$ cat src/rtl/seq_mult_pkg.sv
// Shared types and constants for the sequential shift-add multiplier.
// Optional early exit is enabled by SEQ_MULTIPLIER_EARLY_EXIT_EN.
package seq_mult_pkg;

    typedef enum logic [1:0] {
        ST_IDLE = 2'd0,
        ST_BUSY = 2'd1,
        ST_DONE = 2'd2
    } state_t;

    localparam int DEF_WIDTH = 5;

    function automatic int cnt_w(input int w);
        return (w <= 2) ? 1 : $clog2(w);
    endfunction

endpackage

$ cat src/rtl/seq_mult_datapath.sv
// Accumulator, shifting multiplicand/multiplier and the add step.
// SEQ_MULTIPLIER_EARLY_EXIT_EN adds the multiplier-exhausted flag.
module seq_mult_datapath
    import seq_mult_pkg::*;
#(
    parameter int WIDTH = DEF_WIDTH
) (
    input  logic               clock,
    input  logic               reset,
    input  logic               load,
    input  logic               step,
    input  logic [WIDTH-1:0]   a,
    input  logic [WIDTH-1:0]   b,
    output logic [2*WIDTH-1:0] acc_nxt,
    output logic               early
);

    logic [2*WIDTH-1:0] acc;
    logic [2*WIDTH-1:0] mcand;
    logic [WIDTH-1:0]   mplier;

    assign acc_nxt = mplier[0] ? acc + mcand : acc;

    // Set when the multiplier becomes zero after this edge's shift.
`ifdef SEQ_MULTIPLIER_EARLY_EXIT_EN
    assign early = (mplier[WIDTH-1:1] == '0);
`else
    assign early = 1'b0;
`endif

    always_ff @(posedge clock) begin
        if (reset) begin
            acc    <= '0;
            mcand  <= '0;
            mplier <= '0;
        end else if (load) begin
            acc    <= '0;
            mcand  <= {{WIDTH{1'b0}}, a};
            mplier <= b;
        end else if (step) begin
            acc    <= acc_nxt;
            mcand  <= mcand << 1;
            mplier <= mplier >> 1;
        end
    end

endmodule

$ cat src/rtl/seq_multiplier.sv
// Iterative unsigned multiplier with start/busy/done handshake.
// SEQ_MULTIPLIER_EARLY_EXIT_EN: finish once the multiplier is exhausted.
module seq_multiplier
    import seq_mult_pkg::*;
#(
    parameter int WIDTH = DEF_WIDTH
) (
    input  logic               clock,
    input  logic               reset,
    input  logic               start,
    input  logic [WIDTH-1:0]   a,
    input  logic [WIDTH-1:0]   b,
    output logic               busy,
    output logic               done,
    output logic [2*WIDTH-1:0] product,
    output logic               overflow
);

    localparam int CW = cnt_w(WIDTH);
    localparam logic [CW-1:0] CNT_LAST = CW'(WIDTH - 1);

    state_t             state;
    logic [CW-1:0]      cnt;
    logic               load;
    logic               step;
    logic               early;
    logic               last;
    logic [2*WIDTH-1:0] acc_nxt;

    assign load = start && (state == ST_IDLE || state == ST_DONE);
    assign step = (state == ST_BUSY);
    assign last = (cnt == CNT_LAST) || early;

    seq_mult_datapath #(.WIDTH(WIDTH)) u_dp (
        .clock   (clock),
        .reset   (reset),
        .load    (load),
        .step    (step),
        .a       (a),
        .b       (b),
        .acc_nxt (acc_nxt),
        .early   (early)
    );

    always_ff @(posedge clock) begin
        if (reset) begin
            state    <= ST_IDLE;
            cnt      <= '0;
            busy     <= 1'b0;
            done     <= 1'b0;
            product  <= '0;
            overflow <= 1'b0;
        end else begin
            unique case (state)
                ST_IDLE, ST_DONE: begin
                    done <= 1'b0;
                    cnt  <= '0;
                    if (start) begin
                        state <= ST_BUSY;
                        busy  <= 1'b1;
                    end else begin
                        state <= ST_IDLE;
                        busy  <= 1'b0;
                    end
                end
                ST_BUSY: begin
                    cnt <= cnt + 1'b1;
                    if (last) begin
                        state    <= ST_DONE;
                        busy     <= 1'b0;
                        done     <= 1'b1;
                        product  <= acc_nxt;
                        overflow <= |acc_nxt[2*WIDTH-1:WIDTH];
                    end
                end
                default: begin
                    state <= ST_IDLE;
                    busy  <= 1'b0;
                    done  <= 1'b0;
                end
            endcase
        end
    end

endmodule

$ cat config.mk
export PLATFORM = sky130hd
export DESIGN_NAME = seq_multiplier
export DESIGN_NICKNAME = d
export VERILOG_FILES = /design/src/rtl/seq_mult_pkg.sv /design/src/rtl/seq_mult_datapath.sv /design/src/rtl/seq_multiplier.sv
export SDC_FILE = /design/constraint.sdc
export NUM_CORES = 1
export LEC_CHECK = 0
export BUFFER_PORTS_ARGS = -buffer_cell sky130_fd_sc_hd__buf_2
export CAP_MARGIN = 0
export CELL_PAD_IN_SITES_DETAIL_PLACEMENT = 1
export CELL_PAD_IN_SITES_GLOBAL_PLACEMENT = 2
export CORE_UTILIZATION = 34
export DETAILED_ROUTE_END_ITERATION = 8
export GPL_ROUTABILITY_DRIVEN = 0
export PLACE_DENSITY_LB_ADDON = 0.1
export SLEW_MARGIN = 20
export SYNTH_ARGS = -nofsm -noshare
export SYNTH_HDL_FRONTEND = slang
export SYNTH_SLANG_ARGS = --single-unit
export TNS_END_PERCENT = 10
$ cat constraint.sdc
create_clock -name clock -period 3.3 [get_ports clock]
set_input_delay 0.33 -clock clock [delete_from_list [all_inputs] [get_ports clock]]
set_output_delay 0.33 -clock clock [all_outputs]
set_load 0.02 [all_outputs]
==> flow_metrics.env <==
export IMPL_status="finished clean"
export IMPL_yosys_area_top_type="dfxtp_1"
export IMPL_synth_flop_cell="dfxtp_1"
export IMPL_critPathMaxStageDelay_ps=450
export IMPL_crit_required_ps=3450
export IMPL_tns_ps=0
export IMPL_cap_violations=0
export IMPL_cts_reportedPaths_clkPinSlew_ps=80
export IMPL_async_reset_ff_share_pct=0
export IMPL_yosysSeqAreaShare_pct=41.4
export IMPL_drt_pass1_iter_count=4
export IMPL_tightest_slew_ps=844
export IMPL_synthTopCellsByArea="dfxtp_1 41%, ha_1 6.8%, nor2_1 6.1%"
export IMPL_clk_latency_ps=290
export IMPL_grt_overflow_total=0
export IMPL_num_antenna_cells=0
export IMPL_wl_per_cell_microns=14.8
export IMPL_p_clk_share_pct=34.6
export IMPL_post_route_cells_drive_above_1_share_pct=15.5
export IMPL_ys_top_cells_by_count="42 x dfxtp_1, 33 x nor2_1, 31 x nand2_1, 20 x a21oi_1, 14 x a211oi_1"
export IMPL_synth_xor_area_share_pct=4.31
export IMPL_rsz0062_at_grt="false"
export IMPL_drt_wl_total_mm=4.96
export IMPL_vias=1729
export IMPL_synth_top_family_by_area="simple AND/OR/NAND/NOR gates"
export IMPL_critPathArrivalTime_ps=2660
export IMPL_pwr_density_cell_nw_per_um2=432
export IMPL_cts_sinks=42
export IMPL_path_class="reg -> reg"
export IMPL_finalSetupViolCount=0
export IMPL_cts_buffers=5
export IMPL_core_area_sq_um=5640
export IMPL_grt_max_degree=27
export IMPL_die_h_microns=79.3
export IMPL_ff_latch_area_sq_um=841
export IMPL_routed_via_density=5.15
export IMPL_crit_chain="ha_1 -> fa_1 -> a211oi_2 -> nor3_1 -> a311o_1 -> a21oi_2 -> xnor2_1 -> o41ai_2 -> a311oi_1"
export IMPL_power_frac_seq_pct=53.4
export IMPL_crit_path_end_kind="flop"
export IMPL_io_pins=26
export IMPL_synthDistinctLibCells=31
export IMPL_post_cts_resized=0
export IMPL_period_needed_ps=2510
export IMPL_p_int_uw=735
export IMPL_die_area_sq_um=6290
export IMPL_cts_tree="done"
export IMPL_drc=0
export IMPL_cp_slowest_cell="fa_1"
export IMPL_synth_most_common_cell="dfxtp_1"
export IMPL_initial_core_util_pct=36.0
export IMPL_antenna_found_initial=0
export IMPL_p_sw_uw=267
export IMPL_syn_nets=266
export IMPL_ys_seq_elements=42
export IMPL_crit_path_max_fanout=3
export IMPL_clock_fmax_mhz=399
export IMPL_pwr_share_comb_pct=12.1
export IMPL_io_buffer_count=25
export IMPL_layout_nets=288
export IMPL_drtIter0Drc=51
export IMPL_swShare_pct=26.6
export IMPL_synth_edf_count=0
export IMPL_yosysWarnings=0
export IMPL_ir_drop_mv=0.213
export IMPL_dp_hpwl_mm=3.59
export IMPL_post_cts_buffers=0
export IMPL_hold_class="in -> reg"
export IMPL_track_usage_pct=17.2
export IMPL_synth_fa_ha_area_share_pct=7.76
export IMPL_cts_htree_levels=2
export IMPL_multi_input_area_sq_um=1120
export IMPL_synthCells=241
export IMPL_synth_compound_area_share_pct=18.7
export IMPL_grt_pass1_wl_mm=8.46
export IMPL_netlist_area_sq_um=2030
export IMPL_slew_viol_final=0
export IMPL_clockBufferDepth=2
export IMPL_cp_start_kind="flop"
export IMPL_synth_mux_area_share_pct=4.93
export IMPL_rows=27
export IMPL_yosysTopAreaCellShare_pct=41.4
export IMPL_root_buffer="clkbuf_8"
export IMPL_hold_viol=0
export IMPL_finalClockSkew_ps=7.58
export IMPL_fin_crit_sh_pct=75.9
export IMPL_slew_headroom_pct=43.8
export IMPL_p_leak_nw=0.931
export IMPL_fp_dieW_microns=79.3
export IMPL_ant_nets=0
export IMPL_syn_area_per_cell_sq_um=8.43
export IMPL_synth_simple_area_share_pct=19.6
export IMPL_hold_buffers=0
export IMPL_area_growth_pct=14.2
export IMPL_power_mw=1.00
export IMPL_nFillCells=700
export IMPL_grt_pass1_vias=1748
worst paths after layout:
path / start / slack (ps) / cells past startpoint / end
min: a[1] / 320 / 3 / u_dp.mcand[1]
min reg2reg: u_dp.acc[0] / 480 / 2 / u_dp.acc[0]
max reg2reg: u_dp.mcand[0] / 790 / 9 / overflow
max: u_dp.mcand[0] / 790 / 9 / overflow
registers in the layout, summed over array words and instances, names as in the netlist:
name and cells:
overflow 1, u_dp.mplier 5, u_dp.mcand 10, cnt 3, state 2, product 10, done 1, u_dp.acc 10
layer usage:
metal | up-vias | global-route usage (%) | routed length [microns]
met5 | - | 0 | 0
met4 | 0 | 3.82 | 23
met3 | 2 | 3.45 | 146
met2 | 25 | 27.9 | 2210
met1 | 814 | 23.3 | 2580
li1 | 888 | - | -
placed cells by master (no fill, tap or decap):
cell type,n
ha_1,11
a211oi_1,14
xor2_1,3
o22ai_1,4
nand3_1,8
nor3_1,11
buf_4,4
xnor2_1,7
nand2_1,31
nor2b_1,3
a311oi_1,5
a21oi_2,1
or4_1,1
clkinv_2,1
clkinvlp_4,1
fa_1,1
a211oi_2,1
inv_1,4
a31oi_1,1
nor2_1,33
a21o_2,1
mux2i_1,10
a311o_1,1
a21o_1,2
buf_2,25
nand2b_1,5
clkbuf_8,6
or3_1,1
o21ai_0,3
dfxtp_1,42
o41ai_2,1
o21ai_1,1
o21a_1,1
a21oi_1,20
layout make-up:
class / instances / share of cell area (%)
Multi-Input combinational cell: 181 / 48.4
Sequential cell: 42 / 36.2
Timing Repair Buffer: 29 / 6.69
Tap cell: 72 / 3.88
Clock buffer: 6 / 3.56
Inverter: 4 / 0.647
Clock inverter: 2 / 0.539
cell families (layout without fill, tap and decap cells):
| family | after synthesis | in the layout |
|---|---|---|
| compound gates | 56 | 56 |
| xor+xnor | 10 | 10 |
| fa+ha+maj | 12 | 12 |
| buf+inv | 18 | 41 |
| flops | 42 | 42 |
| mux | 10 | 10 |
| simple gates | 93 | 93 |
power by group through the flow:
stage / logic (mW) / clock network (mW) / registers [mW]
floorplan: 0.0880 / 0 / 0.544
global placement: 0.120 / 0 / 0.546
detailed placement: 0.122 / 0 / 0.547
CTS: 0.123 / 0.367 / 0.535
global route: 0.136 / 0.382 / 0.537
finish: 0.121 / 0.346 / 0.535
worst max-delay path, delay by kind of cell, from the launching register on:
family | cells | cell delay (ps)
adder cells (fa/ha/maj) | 2 | 670
AO/OA/AOI/OAI | 5 | 1180
AND/OR/NAND/NOR | 1 | 90
XOR/XNOR | 1 | 110
flip-flops | 1 | 330
per-stage QoR:
stage | area [sq um] | util [%] | setup slack [ps] | instances | hold slack (ps)
CTS | 2320 | 41.1 | 779 | 336 | 306
detailed placement | 2220 | 39.4 | 827 | 328 | 474
finish | 2320 | 41.1 | 795 | 336 | 324
global route | 2320 | 41.1 | 650 | 336 | 328
floorplan | 2030 | - | 977 | 241 | 449
global placement | 2220 | 39.4 | 831 | 328 | 464
Note: power is estimated with default switching activity, not from simulation.
